$ cat src/rtl/lcd_capture.sv
// ---------------------------------------------------------------------------
// lcd_capture
//   Receiver for a parallel RGB565 LCD stream (DEN/HSYNC/VSYNC/RGB).
//   Recovers pixel/line position, keeps every 4th pixel of every 4th line
//   inside a fixed 256x128 window, converts the kept pixels to 6-bit luma
//   and writes them into a 2048x8 video RAM write port (64x32 cells).
//
// Ports
//   pixel_clk   in   1  pixel clock, inputs sampled on the rising edge
//   rst         in   1  asynchronous active-low reset
//   vid_vsync   in   1  frame sync, active level set by VS_POL
//   vid_hsync   in   1  line sync (not used for timing)
//   vid_den     in   1  data enable, high on active pixels
//   vid_r/g/b   in 5/6/5 pixel colour
//   capture_en  in   1  arms capture of the next frame
//   wr_en       out  1  video RAM write strobe
//   wr_addr     out 11  {row[4:0], col[5:0]}
//   wr_data     out  8  {2'b00, luma[5:0]}
//   busy        out  1  high while armed or capturing
//   frame_done  out  1  one-cycle pulse at the end of a captured frame
//   line_err    out  1  sticky: a captured line had the wrong DEN length
//   frame_cnt   out  8  completed captured frames, wrapping
// ---------------------------------------------------------------------------
module lcd_capture #(
  parameter int H_ACTIVE = 480,
  parameter int WIN_X    = 96,
  parameter int WIN_Y    = 64,
  parameter bit VS_POL   = 1'b0
) (
  input  logic        pixel_clk,
  input  logic        rst,
  input  logic        vid_vsync,
  input  logic        vid_hsync,
  input  logic        vid_den,
  input  logic [4:0]  vid_r,
  input  logic [5:0]  vid_g,
  input  logic [4:0]  vid_b,
  input  logic        capture_en,
  output logic        wr_en,
  output logic [10:0] wr_addr,
  output logic [7:0]  wr_data,
  output logic        busy,
  output logic        frame_done,
  output logic        line_err,
  output logic [7:0]  frame_cnt
);

  localparam logic [15:0] H_ACTIVE16 = 16'(H_ACTIVE);
  localparam logic [15:0] WIN_X16    = 16'(WIN_X);
  localparam logic [15:0] WIN_Y16    = 16'(WIN_Y);

  typedef enum logic [1:0] {IDLE, ARMED, CAPTURE} state_t;

  state_t      state_reg, state_next;
  logic        vsync_q_reg, den_q_reg;
  logic [4:0]  r_q_reg, b_q_reg;
  logic [5:0]  g_q_reg;
  logic        vs_act_d_reg, den_d_reg;
  logic [15:0] x_cnt_reg, y_cnt_reg;
  logic        line_valid_reg;

  logic        vs_act, vs_rise, den_fall, den_rise;
  logic [15:0] xr, yr;
  logic        in_win, keep;
  logic [7:0]  luma_sum;
  logic        frame_end, arm;
  logic [2:0]  unused_bits;

  assign unused_bits = {vid_hsync, luma_sum[1:0]};

  // Input register stage
  always_ff @(posedge pixel_clk or negedge rst) begin
    if (!rst) begin
      // vsync starts inactive so release of reset never looks like a frame start
      vsync_q_reg <= ~VS_POL;
      den_q_reg   <= 1'b0;
      r_q_reg     <= '0;
      g_q_reg     <= '0;
      b_q_reg     <= '0;
    end else begin
      vsync_q_reg <= vid_vsync;
      den_q_reg   <= vid_den;
      r_q_reg     <= vid_r;
      g_q_reg     <= vid_g;
      b_q_reg     <= vid_b;
    end
  end

  assign vs_act   = (vsync_q_reg == VS_POL);
  assign vs_rise  = vs_act & ~vs_act_d_reg;
  assign den_fall = den_d_reg & ~den_q_reg;
  assign den_rise = den_q_reg & ~den_d_reg;

  // Position recovery
  always_ff @(posedge pixel_clk or negedge rst) begin
    if (!rst) begin
      vs_act_d_reg   <= 1'b0;
      den_d_reg      <= 1'b0;
      x_cnt_reg      <= '0;
      y_cnt_reg      <= '0;
      line_valid_reg <= 1'b0;
    end else begin
      vs_act_d_reg <= vs_act;
      den_d_reg    <= den_q_reg;

      if (vs_rise || den_fall)
        x_cnt_reg <= '0;
      else if (den_q_reg)
        x_cnt_reg <= x_cnt_reg + 16'd1;

      if (vs_rise)
        y_cnt_reg <= '0;
      else if (den_fall && (y_cnt_reg != 16'hFFFF))
        y_cnt_reg <= y_cnt_reg + 16'd1;

      // A line cut by vsync has no DEN rise in the new frame, so its
      // trailing DEN fall is never length-checked.
      if (vs_rise)
        line_valid_reg <= 1'b0;
      else if (den_rise)
        line_valid_reg <= 1'b1;
    end
  end

  // Capture control
  always_ff @(posedge pixel_clk or negedge rst) begin
    if (!rst)
      state_reg <= IDLE;
    else
      state_reg <= state_next;
  end

  always_comb begin
    state_next = state_reg;
    frame_end  = 1'b0;
    arm        = 1'b0;
    case (state_reg)
      IDLE: begin
        if (vs_rise && capture_en) begin
          state_next = ARMED;
          arm        = 1'b1;
        end
      end
      ARMED: begin
        if (den_q_reg)
          state_next = CAPTURE;
      end
      CAPTURE: begin
        if (vs_rise) begin
          frame_end = 1'b1;
          if (capture_en) begin
            state_next = ARMED;
            arm        = 1'b1;
          end else begin
            state_next = IDLE;
          end
        end
      end
      default: state_next = IDLE;
    endcase
  end

  assign busy = (state_reg != IDLE);

  // Window / decimation test. Offsets wrap as unsigned, so pixels left of or
  // above the window fall outside the range compare.
  assign xr     = x_cnt_reg - WIN_X16;
  assign yr     = y_cnt_reg - WIN_Y16;
  assign in_win = (xr < 16'd256) && (yr < 16'd128) &&
                  (xr[1:0] == 2'b00) && (yr[1:0] == 2'b00);
  // The vsync cycle belongs to the next frame, so nothing is written in it.
  assign keep   = (state_reg == CAPTURE) && den_q_reg && !vs_rise && in_win;

  // Full-scale white sums to 250, so luma tops out at 62.
  assign luma_sum = {2'b00, r_q_reg, 1'b0} + {1'b0, g_q_reg, 1'b0} +
                    {2'b00, b_q_reg, 1'b0};

  // Output register stage
  always_ff @(posedge pixel_clk or negedge rst) begin
    if (!rst) begin
      wr_en      <= 1'b0;
      wr_addr    <= '0;
      wr_data    <= '0;
      frame_done <= 1'b0;
      frame_cnt  <= '0;
      line_err   <= 1'b0;
    end else begin
      wr_en      <= keep;
      wr_addr    <= {yr[6:2], xr[7:2]};
      wr_data    <= {2'b00, luma_sum[7:2]};
      frame_done <= frame_end;
      frame_cnt  <= frame_cnt + {7'd0, frame_end};
      if (arm)
        line_err <= 1'b0;
      else if ((state_reg == CAPTURE) && den_fall && line_valid_reg &&
               (x_cnt_reg != H_ACTIVE16))
        line_err <= 1'b1;
    end
  end

endmodule
$ cat config.mk
export PLATFORM = sky130hd
export DESIGN_NAME = lcd_capture
export DESIGN_NICKNAME = d
export VERILOG_FILES = /design/src/rtl/lcd_capture.sv
export SDC_FILE = /design/constraint.sdc
export NUM_CORES = 1
export LEC_CHECK = 0
export ABC_AREA = 1
export BUFFER_PORTS_ARGS = -buffer_cell sky130_fd_sc_hd__buf_2
export CAP_MARGIN = 15
export CORE_ASPECT_RATIO = 1.4
export CORE_MARGIN = 2
export CORE_UTILIZATION = 62
export DETAILED_ROUTE_END_ITERATION = 10
export PLACE_DENSITY = 0.87
export SLEW_MARGIN = 30
export SYNTH_ARGS = -nofsm -noshare
export SYNTH_HDL_FRONTEND = slang
export SYNTH_SLANG_ARGS = --single-unit
$ cat constraint.sdc
create_clock -name pixel_clk -period 3.61 [get_ports pixel_clk]
set_input_delay 0.5415 -clock pixel_clk [delete_from_list [all_inputs] [get_ports pixel_clk]]
set_output_delay 0.5415 -clock pixel_clk [all_outputs]
set_load 0.01 [all_outputs]
==> results.cfg <==
[die]
row_count = 34
die_x_um = 72.4
die_h_um = 99.7
boundaryPins = 53
coreArea_mm2 = 0.00625
initial_core_util = 0.649
dieArea_mm2 = 0.00722

[finish]
regArea_mm2 = 0.00208
nNetsFinal = 557
drive_above_1_share = 0.162
fillers = 440
diodes = 0
syn_to_final_growth_pct = 12.9
multiInputGateArea_mm2 = 0.00170
utilization = 0.732

[sta]
tns_ns = 0
layout_min_cycle_time_ns = 2.12
fin_crit_sh = 0.588
finClkSkew_ns = 0.00991
hold_violations = 0
slew_violations = 0
tightest_slew_ns = 0.612
fmax_mhz = 471
setup_viol = 0
rsz0062_at_grt = false
slew_headroom = 0.591

[synthesis]
synth_top_cell_by_area = dfrtp_1
yosys.area_share.adder = 0.0709
synth.area.top_cells = dfrtp_1 51%, nand2_1 9.7%, nand3_1 5.8%
syn-mean-instance-area_um2 = 8.78
ys_seq_area_frac = 0.512
synth_cells = 462
ys_top_cells_by_count = 105 x nand2_1, 82 x dfrtp_1, 58 x inv_1, 47 x nand3_1, 44 x nor2_1
synth-simple-area-share = 0.256
yosys_warnings = 0
synthArstFlopShare = 1.00
synth_edf_count = 0
synth_top_family_by_area = simple AND/OR/NAND/NOR gates
synthesis.area_mm2 = 0.00406
synth_xor_area_frac = 0.0237
synth_compound_area_frac = 0.0660
synth_top_area_frac = 0.506
synth_most_common_cell = nand2_1
netlist-cell-type-count = 33
synth_mux_area_frac = 0
ys.flop_type = dfrtp_1
ys_ff_latch = 83

[setup_path]
r2r_end = frame_cnt[7]
crit_arrival_ns = 2.36
end_kind = register
required_ns = 3.85
timing.rr.start = vs_act_d_reg
worstPathMaxFanout = 17
crit_end = frame_cnt[7]
startpoint = vs_act_d_reg
worst-setup-path-type = register to register
rr_worst_depth = 8
reg2reg_setup_slack_ns = 1.49
worst_setup_path_start_kind = register

[power]
switching_power_mw = 0.524
clockPowerShare = 0.355
ir_drop_v = 0.000340
cellLeakagePower_nw = 2.30
total_power_mw = 2.01
internal_power_mw = 1.49
power_density_mw_per_mm2 = 440
seqPwrFrac = 0.515
combPwrFrac = 0.130
netSwitchingFraction = 0.260

[clock_tree]
clk_path_buf_depth = 2
cts.repair.resized = 0
root_buffer = clkbuf_8
cts_setup_buffers = 0
cts_tree = built
cts.htree.levels = 3
cts_inserted_buffers = 9
cts_num_sinks = 83
cts_hold_buf = 0
clk_pin_slew_ns = 0.08
insertion_delay_ns = 0.35

[route]
wl_per_cell_um = 14.1
ant_nets = 0
drt_iter0_markers = 306
routed-via-count = 3222
dr.pass1.iters = 5
wl_um = 8350
route.detailed.drc = 0
routed_via_density = 5.44

[placed_design]
portBuffers = 49
hpwl_um = 6240
routabilityCongestion = 0.934

[global_routing]
antenna_found_initial = 0
gr-total-overflow = 0
grt_max_degree = 55
grt_pass1_vias = 3312
grt_pass1_wl_um = 14200
grt_use_total = 0.251

[status]
outcome = complete, no violations

[worst_hold_path]
hp-class = input port to asynchronous set/reset pin

[flow_run]
maxCapViolCount = 0
-- power groups by stage --
| stage | clock network [mW] | logic (mW) | registers (mW) |
|---|---|---|---|
| after detailed placement | 0 | 0.263 | 1.06 |
| after CTS | 0.730 | 0.266 | 1.04 |
| after floorplan | 0 | 0.129 | 1.07 |
| final | 0.715 | 0.262 | 1.04 |
| after global placement | 0 | 0.243 | 1.05 |
| after global routing | 0.766 | 0.294 | 1.05 |
-- cells by family (layout without fill, tap and decap cells) --
kind of cell,after synthesis,after routing
compound gates,47,47
simple gates,232,232
fa+ha+maj,20,20
other cells,1,2
xor+xnor,11,11
flops,83,83
buf+inv,68,125
-- metal layers --
layer,wire (um),track usage
met5,0,0
met4,343,0.152
met3,368,0.0405
met2,4450,0.438
met1,3190,0.283
-- metrics by stage --
step / hold slack [ns] / cells / setup WS (ns) / area [um^2]
6_report: 0.115 / 592 / 1.49 / 4580
5_1_grt: 0.143 / 592 / 1.25 / 4580
3_3_place_gp: 0.437 / 575 / 1.58 / 4340
2_1_floorplan: 0.246 / 463 / 1.70 / 4060
3_5_place_dp: 0.437 / 576 / 1.47 / 4360
4_1_cts: 0.119 / 592 / 1.44 / 4580
-- layout make-up --
cell class | count | share of cell area
clock buffer | 10 | 0.0279
timing repair buffer | 50 | 0.0601
tap | 72 | 0.0197
multi-input combinational | 312 | 0.371
sequential | 83 | 0.454
clock inverter | 6 | 0.0197
inverter | 59 | 0.0483
-- cell usage in the layout (no fill, tap or decap), types with 3 or more instances in the layout --
cell type	Yosys	routed
o21ai_0	18	18
fa_1	5	5
nor2_1	44	44
nand2_1	105	105
nor2_4	3	3
nand3_1	47	47
buf_2	3	48
a21oi_1	16	16
nand4_1	12	12
o21ai_2	6	6
clkbuf_8	0	9
ha_1	15	15
or2_2	3	3
inv_1	58	58
xnor2_1	3	3
nor3_1	10	10
xor2_1	8	8
dfrtp_1	82	82
-- how the worst min path moves through the flow --
stage,start,cells past startpoint,slack [ns],end
2_1_floorplan,rst,0,0.25,b_q_reg[0]
3_3_place_gp,x_cnt_reg[2],0,0.44,wr_addr[0]
3_5_place_dp,x_cnt_reg[2],0,0.44,wr_addr[0]
4_1_cts,rst,1,0.12,wr_addr[0]
5_1_grt,rst,1,0.14,y_cnt_reg[4]
6_report,rst,1,0.12,wr_addr[0]
-- critical path, cell delays in order, from the launching register on --
cell	delay [ns]
dfrtp_1	0.40
nor2_4	0.29
inv_2	0.22
nor2_1	0.19
ha_1	0.20
nand3_1	0.13
nor3_1	0.29
nand3_1	0.14
xnor2_1	0.14
Power figures use the tool's default switching activity.
